**config.mk**
```make
export PLATFORM = sky130hd
export DESIGN_NAME = isram_arb
export DESIGN_NICKNAME = d
export VERILOG_FILES = /design/src/rtl/isram_arb.sv
export SDC_FILE = /design/constraint.sdc
export NUM_CORES = 1
export LEC_CHECK = 0
export ABC_AREA = 1
export CORE_AREA = 5 5 116 118
export CTS_BUF_LIST = sky130_fd_sc_hd__clkbuf_4
export DETAILED_ROUTE_END_ITERATION = 10
export DIE_AREA = 0 0 121 123
export PLACE_DENSITY = 0.72
export SYNTH_ARGS = -nofsm -noshare
export SYNTH_HDL_FRONTEND = slang
export SYNTH_SLANG_ARGS = --single-unit
```
**constraint.sdc**
```tcl
create_clock -name clk -period 1.65 [get_ports clk]
set_clock_uncertainty 0.15 [all_clocks]
set_input_delay 0.33 -clock clk [delete_from_list [all_inputs] [get_ports clk]]
set_output_delay 0.33 -clock clk [all_outputs]
set_load 0.05 [all_outputs]
```
**src/rtl/isram_arb.sv**
```systemverilog
// Arbitrates the single-port instruction SRAM between fetch and an external port.
// Fetch has priority; starvation and locked bursts force external grants and stall fetch.
module isram_arb #(
    parameter int AW         = 29,
    parameter int DW         = 64,
    parameter int STARVE_MAX = 8,
    parameter int LOCK_MAX   = 16,
    parameter int CNTW       = 5
) (
    input  logic            clk,
    input  logic            cpurst,
    input  logic            fet_cs,
    input  logic [AW-1:0]   fet_adr,
    output logic            fet_arb_stall,
    output logic            fet_rvalid,
    input  logic            ext_req,
    input  logic            ext_we,
    input  logic            ext_lock,
    input  logic [AW-1:0]   ext_adr,
    input  logic [DW-1:0]   ext_wdata,
    input  logic [DW/8-1:0] ext_be,
    output logic            ext_gnt,
    output logic            ext_rvalid,
    output logic            sram_cs,
    output logic            sram_we,
    output logic [AW-1:0]   sram_adr,
    output logic [DW-1:0]   sram_wdata,
    output logic [DW/8-1:0] sram_be,
    input  logic [DW-1:0]   sram_rdata
);

    typedef enum logic {ARB_FET, ARB_LOCK} arb_state_t;

    localparam logic [CNTW-1:0] STARVE_LIM = CNTW'(STARVE_MAX);
    localparam logic [CNTW:0]   LOCK_LIM   = (CNTW+1)'(LOCK_MAX);

    arb_state_t      state;
    logic [CNTW-1:0] starve_cnt;
    logic [CNTW-1:0] lock_cnt;
    logic            pend_vld;
    logic [AW-1:0]   pend_adr;
    logic            force_gnt;
    logic            fet_issue;
    logic            lock_last;

    // Stall must stay independent of fet_cs: genpc derives fet_cs from the stall.
    assign force_gnt     = !cpurst && ext_req && (state == ARB_LOCK || starve_cnt == STARVE_LIM);
    assign fet_arb_stall = force_gnt;
    assign ext_gnt       = force_gnt || (!cpurst && ext_req && !fet_cs && !pend_vld);
    assign fet_issue     = !ext_gnt && (fet_cs || (pend_vld && !cpurst));
    // lock_cnt holds beats already taken, so this beat is number lock_cnt+1.
    assign lock_last     = ({1'b0, lock_cnt} + (CNTW+1)'(1)) >= LOCK_LIM;
    assign sram_wdata    = ext_wdata;

    always_comb begin
        sram_cs  = 1'b0;
        sram_we  = 1'b0;
        sram_adr = fet_adr;
        sram_be  = '1;
        if (ext_gnt) begin
            sram_cs  = 1'b1;
            sram_we  = ext_we;
            sram_adr = ext_adr;
            sram_be  = ext_be;
        end else if (fet_cs) begin
            sram_cs  = 1'b1;
        end else if (pend_vld && !cpurst) begin
            sram_cs  = 1'b1;
            sram_adr = pend_adr;
        end
    end

    always_ff @(posedge clk) begin
        if (cpurst) begin
            state      <= ARB_FET;
            starve_cnt <= '0;
            lock_cnt   <= '0;
            pend_vld   <= 1'b0;
            pend_adr   <= '0;
            fet_rvalid <= 1'b0;
            ext_rvalid <= 1'b0;
        end else begin
            fet_rvalid <= fet_issue;
            ext_rvalid <= ext_gnt && !ext_we;

            if (ext_gnt) begin
                if (fet_cs) begin
                    pend_vld <= 1'b1;
                    pend_adr <= fet_adr;
                end
            end else begin
                pend_vld <= 1'b0;
            end

            if (!ext_req || ext_gnt)
                starve_cnt <= '0;
            else if (starve_cnt != STARVE_LIM)
                starve_cnt <= starve_cnt + CNTW'(1);

            case (state)
                ARB_FET: begin
                    if (ext_gnt && ext_lock) begin
                        state    <= ARB_LOCK;
                        lock_cnt <= CNTW'(1);
                    end
                end
                ARB_LOCK: begin
                    if (!ext_req || !ext_lock || lock_last) begin
                        state      <= ARB_FET;
                        lock_cnt   <= '0;
                        starve_cnt <= '0;
                    end else begin
                        lock_cnt <= lock_cnt + CNTW'(1);
                    end
                end
                default: state <= ARB_FET;
            endcase
        end
    end

endmodule

```
**Word-level counts from Yosys, hierarchy flattened**

Cells that the tools add are included.

- Word-level logic and storage cells: 57
- Register bits: 43

- Multiplexer cells: 18
- Magnitude comparators: 1
- Equality and inequality tests: 3
- Reductions and logical operators: 23
- Add/subtract/negate cells: 3
- Bitwise logic cells: 2

Operators with widths:

| kind | number |
|---|---|
| 29-bit 2-to-1 mux | 3 |
| 5-bit 2-to-1 mux | 6 |
| 5-bit by 1-bit adder with 5-bit output, second input constant | 2 |
| 5-bit one-hot mux with 2 select lines | 1 |
| 1-bit logical AND | 8 |
| 8-bit 2-to-1 mux | 1 |
| 1-bit zero test | 7 |
| 5-bit by 1-bit adder with 6-bit output, second input constant | 1 |
| 6-bit by 5-bit greater-or-equal comparator with 1-bit output, second input constant | 1 |
| 1-bit logical OR | 6 |
| 1-bit 2-to-1 mux | 6 |
| 5-bit by 4-bit == test with 1-bit output, second input constant | 1 |
| 5-bit by 4-bit inequality test with 1-bit output, second input constant | 1 |
| 2-bit inequality test, second input constant | 1 |
| 1-bit inverter | 2 |
| 1-bit one-hot mux with 2 select lines | 1 |
| 2-bit AND reduction | 1 |
| 2-bit OR reduction | 1 |

**Depth between registers and ports, before layout**

Gate-level depths: netlist (run 1).

- Word-level depth: 9
- Mapped depth: 11
- Mapped depth without buffers: 10

**Worst setup path after synthesis (run 1)**

OpenSTA, ideal clock, no wires.

- Path kind: register -> output
- Start point: register starve_cnt[0]
- End point: output port sram_adr[0]
- Stages on the path, launching flop included: 11
- Setup slack: -873 ps
- Data arrival time: 2043 ps
- Required time: 1170 ps
- Path through: dfxtp_1 inv_1 ha_1 nand2_1 inv_1 nand2_2 nand3_1 nand2_2 buf_2 nor2_1 a31oi_1

- Longest elaborated chain between the ends: 5

RTL lines:

| item | line | text |
|---|---|---|
| start, declared | 38 | `logic [CNTW-1:0] starve_cnt;` |
| start signal, assigned | 98 | `starve_cnt <= starve_cnt + CNTW'(1);` |
| 5-bit by 4-bit == test with 1-bit output | 47 | `assign force_gnt = !cpurst && ext_req && (state == ARB_LOCK \|\| starve_cnt == STARVE_LIM);` |
| 1-bit logical OR | 47 |  |
| 1-bit logical AND | 47 |  |
| 1-bit logical OR | 49 | `assign ext_gnt = force_gnt \|\| (!cpurst && ext_req && !fet_cs && !pend_vld);` |
| 29-bit 2-to-1 mux | 60 | `if (ext_gnt) begin` |
| end, declared | 26 | `output logic [AW-1:0] sram_adr,` |

No other way between the ends.

**Final worst setup path (run 1)**

- Start point: register starve_cnt[0]
- End point: output port sram_adr[12]

Same word-level chain as after synthesis.

==> results of run 1 <==
## layout make-up
| class | count | area [sq um] |
|---|---|---|
| Antenna cell | 1 | 2.50 |
| Clock buffer | 6 | 45.0 |
| Clock inverter | 2 | 12.5 |
| Fill cell | 1136 | 6500 |
| Inverter | 14 | 56.3 |
| Multi-Input combinational cell | 277 | 2120 |
| Sequential cell | 43 | 868 |
| Tap cell | 172 | 215 |
| Timing Repair Buffer | 204 | 2550 |
## cell families after synthesis
| logic type | Yosys count | share of synthesized area [%] |
|---|---|---|
| simple gates | 206 | 31.5 |
| buf+inv | 107 | 23.2 |
| compound gates | 64 | 12.9 |
| flops | 43 | 29.9 |
| xor+xnor | 4 | 1.22 |
| fa+ha+maj | 3 | 1.30 |
## power by group
group / leakage, nW / internal, mW / switching (mW)
clock network: 0.0317 / 0.181 / 0.367
logic: 1.82 / 0.702 / 0.653
registers: 0.349 / 1.05 / 0.00989
## path summary, 6_finish.rpt
path / start / end / slack (ns) / cells after the start
worst max-delay path: starve_cnt[0] / sram_adr[12] / -0.78 / 11
worst min-delay path: cpurst / pend_adr[26] / 0.22 / 3
worst max register to register: starve_cnt[0] / pend_adr[13] / -0.44 / 15
worst min register to register: pend_adr[8] / pend_adr[8] / 0.32 / 2
## state kept, by name, summed over array words and instances (netlist names)
signal and flops:
pend_adr 29, lock_cnt 5, starve_cnt 5, ext_rvalid 1
fet_rvalid 1, pend_vld 1, state 1
## placed cells by master (no fill, tap or decap), types with 2 or more instances in the layout
cell	count
a21oi_1	23
a21oi_2	9
a31oi_4	29
buf_12	49
buf_16	6
buf_4	55
buf_6	17
buf_8	6
clkbuf_4	6
clkdlybuf4s50_1	69
clkinvlp_4	2
dfxtp_1	39
dfxtp_2	3
ha_1	2
inv_1	8
inv_2	5
nand2_1	54
nand2_2	20
nand2_4	2
nand2_8	2
nand3_1	62
nand3_2	4
nand3_4	2
nand4_1	4
nor2_1	18
nor2_2	13
nor2_4	13
nor3_2	2
or2_2	3
or2_4	5
xor2_1	3
## timing repair
action / CTS / global route
gates cloned: 6 / 0
pin swaps: 8 / 7
setup buffers: 11 / 12
hold endpoints to repair: 0 / 0
gates resized for setup: 41 / 55
endpoints found under the setup margin: 77 / 81
## through the flow
step                      power [mW]  worst slack (ns)  hold slack, ns  utilization (%)  instance area [sq um]
final                           2.96            -0.782           0.224             47.5                   5870
after global routing            3.09            -0.884           0.230             47.4                   5860
after CTS                       2.96            -0.803           0.215             45.4                   5610
after detailed placement        2.33            -0.695           0.304             41.8                   5160
after global placement          2.31            -0.666           0.296             41.8                   5160
after floorplan                 2.08            -0.355           0.252                -                   3510
## metal layers
metal	global-route usage, %	routed length, microns	vias to the layer above
li1	-	-	1597
met1	15.7	4290	1619
met2	27.3	6070	130
met3	3.29	737	41
met4	7.22	406	0
met5	0	0	-
## critical path, cell delays in order, from the launching register on
cell and delay, ns:
dfxtp_2 0.35, inv_2 0.07, ha_4 0.12, nand2_2 0.04, inv_2 0.06, nand2_4 0.05
nand3_4 0.09, nand2_8 0.13, buf_12 0.18, buf_8 0.13, a31oi_4 0.18, buf_12 0.16
==> impl_metrics.toml, run 1 <==
[outcome]
run_status = "finished, violations left"
failed_checks = "negative setup slack"

[place]
gp_congestion = 0.819
dp_cells = 682
dpl.hpwl_mm = 8.27
portBuffers = 114

[yosys]
synthTopCellsByCount = "76 x nand2_1, 68 x nand3_1, 64 x buf_4, 43 x dfxtp_1, 43 x nor2_1"
yosysMostFrequentCell = "nand2_1"
synth_edf_count = 0
ys_ff_latch = 43
synth_nets = 630
synth_flop_cell = "dfxtp_1"
yosysWarnings = 0
async_flop_share_pct = 0
syn_area_per_cell_sq_um = 6.74
netlist_area_sq_um = 2880
synth_top_area_share_pct = 29.9
yosysTopAreaCell = "dfxtp_1"
ys_seq_area_share_pct = 29.9
synth_area_leaders = "dfxtp_1 30%, buf_4 17%, nand3_1 12%"
synth_cells = 427
synth_cell_types = 23

[global_route]
grt_pass1_vias = 3567
grt_util_all_layers_pct = 14.7
grt_max_degree = 32
grt_pass1_wl_mm = 17.6
overflow = 0
antenna_found_initial = 0

[routing]
routed_via_density = 4.71
wire_per_inst_microns = 16.0
wl_mm = 11.5
detail-route-antenna-nets = 0
num_vias = 3387
drc_errors = 0
drt_iter0_markers = 195
first_pass_iters = 5

[clock_network]
root_buffer = "clkbuf_4"
clock_latency_ns = 0.37
h-tree-depth = 2
cts_hold_buf = 0
cts_tree = "built"
numCtsBuffers = 5
clkSlewWorstSetupHoldPaths_ns = 0.14
cts_max_path_buffers = 2
cts_sinks = 43

[final_layout]
nets = 748
drive_above_1_share_pct = 47.4
final_cells = 719
area.growth.synth_to_final_pct = 104

[critical_path]
path_max_fanout = 7
crit_arrival_ns = 1.95
path_class = "register to primary output"
end_kind = "primary output"
critPathLaunchType = "register"
cp.required_ns = 1.17

[sta]
fmax_ghz = 0.411
slew_headroom_pct = 73.7
finalSetupTns_ns = -42.44
period_minus_slack_ns = 2.43
fin_ws_ns = -0.782
finalCritPeriodShare_pct = 147
tightest_slew_ns = 0.394
rsz0062_at_grt = "true"
drv_slew = 0
setup_viol = 71
finalHoldViolations = 0

[floorplanning]
coreArea_sq_um = 12400
ios = 307
die_h_microns = 123
die_x_microns = 121
die_area_sq_um = 14900
start_util_pct = 23.3
rows = 41

[job]
cap_violations = 0

[pwr]
peakVddDrop_mv = 0.294
total_leakage_power_nw = 2.20
power_density_nw_per_um2 = 505

[hold_path]
hp-class = "input pin to register"
Power figures use the tool's default switching activity.
==> run 2, diff against run 1 <==
==> config.mk (replaced) <==
export PLATFORM = sky130hd
export DESIGN_NAME = isram_arb
export DESIGN_NICKNAME = d
export VERILOG_FILES = /design/src/rtl/isram_arb.sv
export SDC_FILE = /design/constraint.sdc
export NUM_CORES = 1
export LEC_CHECK = 0
export CORE_AREA = 5 5 117 119
export CTS_BUF_LIST = sky130_fd_sc_hd__clkbuf_4
export DETAILED_ROUTE_END_ITERATION = 10
export DIE_AREA = 0 0 122 124
export PLACE_DENSITY = 0.7
export SLEW_MARGIN = 20
export SYNTH_ARGS = -nofsm -noshare
export SYNTH_HDL_FRONTEND = slang
export SYNTH_SLANG_ARGS = --single-unit
==> run 2 against run 1 <==
Non-clock buffer count is 51 lower. Register-to-register slack worse by 0.17 ns. Fmax is 1.4% higher. The flow still finishes with violations (negative setup slack). Area after synthesis is 1.4% lower. Sequential share of layout area is 1.9 points higher. Wire length is 11% lower. Setup slack better by 0.034 ns. Synthesized cell count is 21% lower. Worst hold slack better by 0.055 ns. Via count is 24% lower. Die area is 1.6% higher. Count of clock-buffer cells in the layout stayed put.
==> impl_metrics.toml, run 2 <==
[outcome]
run_status = "finished, violations left"
failed_checks = "negative setup slack"

[job]
cap_violations = 0

[floorplanning]
die_h_microns = 124
coreArea_sq_um = 12500
start_util_pct = 22.8
rows = 41
die_area_sq_um = 15100
die_x_microns = 122
ios = 307

[place]
portBuffers = 114
dp_cells = 564
gp_congestion = 0.801
dpl.hpwl_mm = 7.05

[sta]
tightest_slew_ns = 0.259
fin_ws_ns = -0.748
drv_slew = 0
finalHoldViolations = 0
rsz0062_at_grt = "true"
setup_viol = 82
fmax_ghz = 0.417
slew_headroom_pct = 82.2
finalCritPeriodShare_pct = 145
period_minus_slack_ns = 2.40

[final_layout]
nets = 619
nFillCells = 1185
multi_input_area_sq_um = 2000
regMostFlops = "pend_adr"
antenna_cells = 0
seq_area_sq_um = 865
reg_top3 = "pend_adr (29), lock_cnt (5), starve_cnt (5)"
drive_above_1_share_pct = 45.8
largest_register_ff_count = 29
layout_commonest_cell = "clkdlybuf4s50_1"
area.growth.synth_to_final_pct = 82.4
final_cell_mix = "68 x clkdlybuf4s50_1, 40 x dfxtp_1, 40 x buf_12, 34 x nor2_1, 33 x mux2i_1"
final_core_util_pct = 41.5
final_cells = 589

[critical_path]
worstRegToRegCells = 12
end_kind = "primary output"
critPathLaunchType = "register"
path_buf_inv = 4
path_max_fanout = 10
critical-path-top-delay-family = "buffers and inverters"
path_class = "register to primary output"
cp.required_ns = 1.17
crit_chain = "inv_2 -> ha_4 -> and4bb_4 -> o21ai_4 -> inv_6 -> clkbuf_16 -> o21ai_4 -> buf_12"
crit_arrival_ns = 1.92
worst-path-stages = 8
slowest_delay_ns = 0.36
critical_path.most_common_cell = "o21ai_4"
cp_slowest_cell = "dfxtp_2"

[yosys]
synth_area_leaders = "dfxtp_1 30%, mux2i_1 20%, buf_4 18%"
ys_ff_latch = 43
synth_cell_types = 36
syn_area_per_cell_sq_um = 8.42
ys_seq_area_share_pct = 30.3
synth_nets = 540
yosysTopAreaCell = "dfxtp_1"
yosysWarnings = 0
synth_cells = 337
synth_edf_count = 0
synth_flop_cell = "dfxtp_1"
synth_top_area_share_pct = 30.3
async_flop_share_pct = 0
synthTopCellsByCount = "68 x buf_4, 58 x mux2i_1, 43 x dfxtp_1, 39 x nor2_1, 30 x o21ai_1"
yosysMostFrequentCell = "buf_4"
netlist_area_sq_um = 2840

[routing]
drc_errors = 0
first_pass_iters = 4
detail-route-antenna-nets = 0
routed_via_density = 4.40
wl_mm = 10.2
drt_iter0_markers = 62
wire_per_inst_microns = 17.3
num_vias = 2590

[clock_network]
root_buffer = "clkbuf_4"
cts_sinks = 43
cts_max_path_buffers = 2
numCtsBuffers = 5
clkSlewWorstSetupHoldPaths_ns = 0.13
cts_tree = "built"
clock_latency_ns = 0.35
h-tree-depth = 2

[global_route]
grt_max_degree = 27
grt_pass1_vias = 2696
antenna_found_initial = 1
grt_pass1_wl_mm = 14.3
grt_util_all_layers_pct = 12.3
overflow = 0

[pwr]
fin_total_pwr_mw = 2.68
total_leakage_power_nw = 2.06
peakVddDrop_mv = 0.261
power_density_nw_per_um2 = 518

[hold_path]
whs_path_depth = 3
hp-class = "input pin to register"
[run 2: logic make-up (layout without fill, tap and decap cells)]
kind of cell / after synthesis / after routing / synth area share (%)
AND/OR/NAND/NOR: 99 / 99 / 16.0
buffers and inverters: 87 / 167 / 22.0
multiplexers: 58 / 58 / 20.4
AO/OA/AOI/OAI: 44 / 44 / 8.90
flip-flops: 43 / 43 / 30.3
adder cells (fa/ha/maj): 3 / 3 / 1.32
XOR/XNOR: 3 / 3 / 0.926
[run 2: path summary, 6_finish.rpt]
check	startpoint	to	slack, ns
min	cpurst	pend_adr[24]	0.28
max	starve_cnt[0]	sram_adr[24]	-0.75
min reg2reg	pend_adr[27]	pend_adr[27]	0.36
max reg2reg	starve_cnt[0]	pend_adr[23]	-0.61
[run 2: power breakdown]
part | switching (mW) | internal [mW]
sequential | 0.00810 | 1.05
clock | 0.340 | 0.175
combinational | 0.535 | 0.576
[run 2: final cells by class]
| class | count | area share (%) |
|---|---|---|
| Tap cell | 172 | 4.16 |
| Clock inverter | 2 | 0.145 |
| Multi-Input combinational cell | 207 | 38.7 |
| Clock buffer | 6 | 0.870 |
| Inverter | 6 | 0.532 |
| Sequential cell | 43 | 16.7 |
| Timing Repair Buffer | 153 | 38.9 |
[run 2: stage by stage]
stage | hold WS, ns | setup TNS [ns] | instance area (sq um) | setup WS, ns
after global placement | 0.324 | -41.04 | 4530 | -0.882
final | 0.279 | -46.45 | 5180 | -0.748
after detailed placement | 0.334 | -42.67 | 4530 | -0.934
after global routing | 0.264 | -53.94 | 5180 | -0.856
after CTS | 0.266 | -42.49 | 5010 | -0.825
after floorplan | 0.252 | -12.30 | 3240 | -0.334
[run 2: repair_timing]
item | 4_1_cts | 5_1_grt
cloned | 4 | 4
hold buffers | 0 | 0
buffers inserted | 7 | 6
resized for setup | 68 | 32
endpoints found under the setup margin | 79 | 82
pin swaps | 12 | 11
[run 2: metal layers]
| metal | vias to the layer above | global-route usage, % | share of wire [%] |
|---|---|---|---|
| met5 | - | 2.08 | 0.61 |
| met4 | 4 | 4.34 | 1.6 |
| met3 | 32 | 5.40 | 10 |
| met2 | 96 | 21.8 | 50 |
| met1 | 1221 | 12.8 | 37 |
| li1 | 1237 | - | - |
[run 2: tightest hold or removal path, delay by kind of cell]
family / cells / cell delay, ns
buffers and inverters: 2 / 0.35
and+or+nand+nor: 1 / 0.06
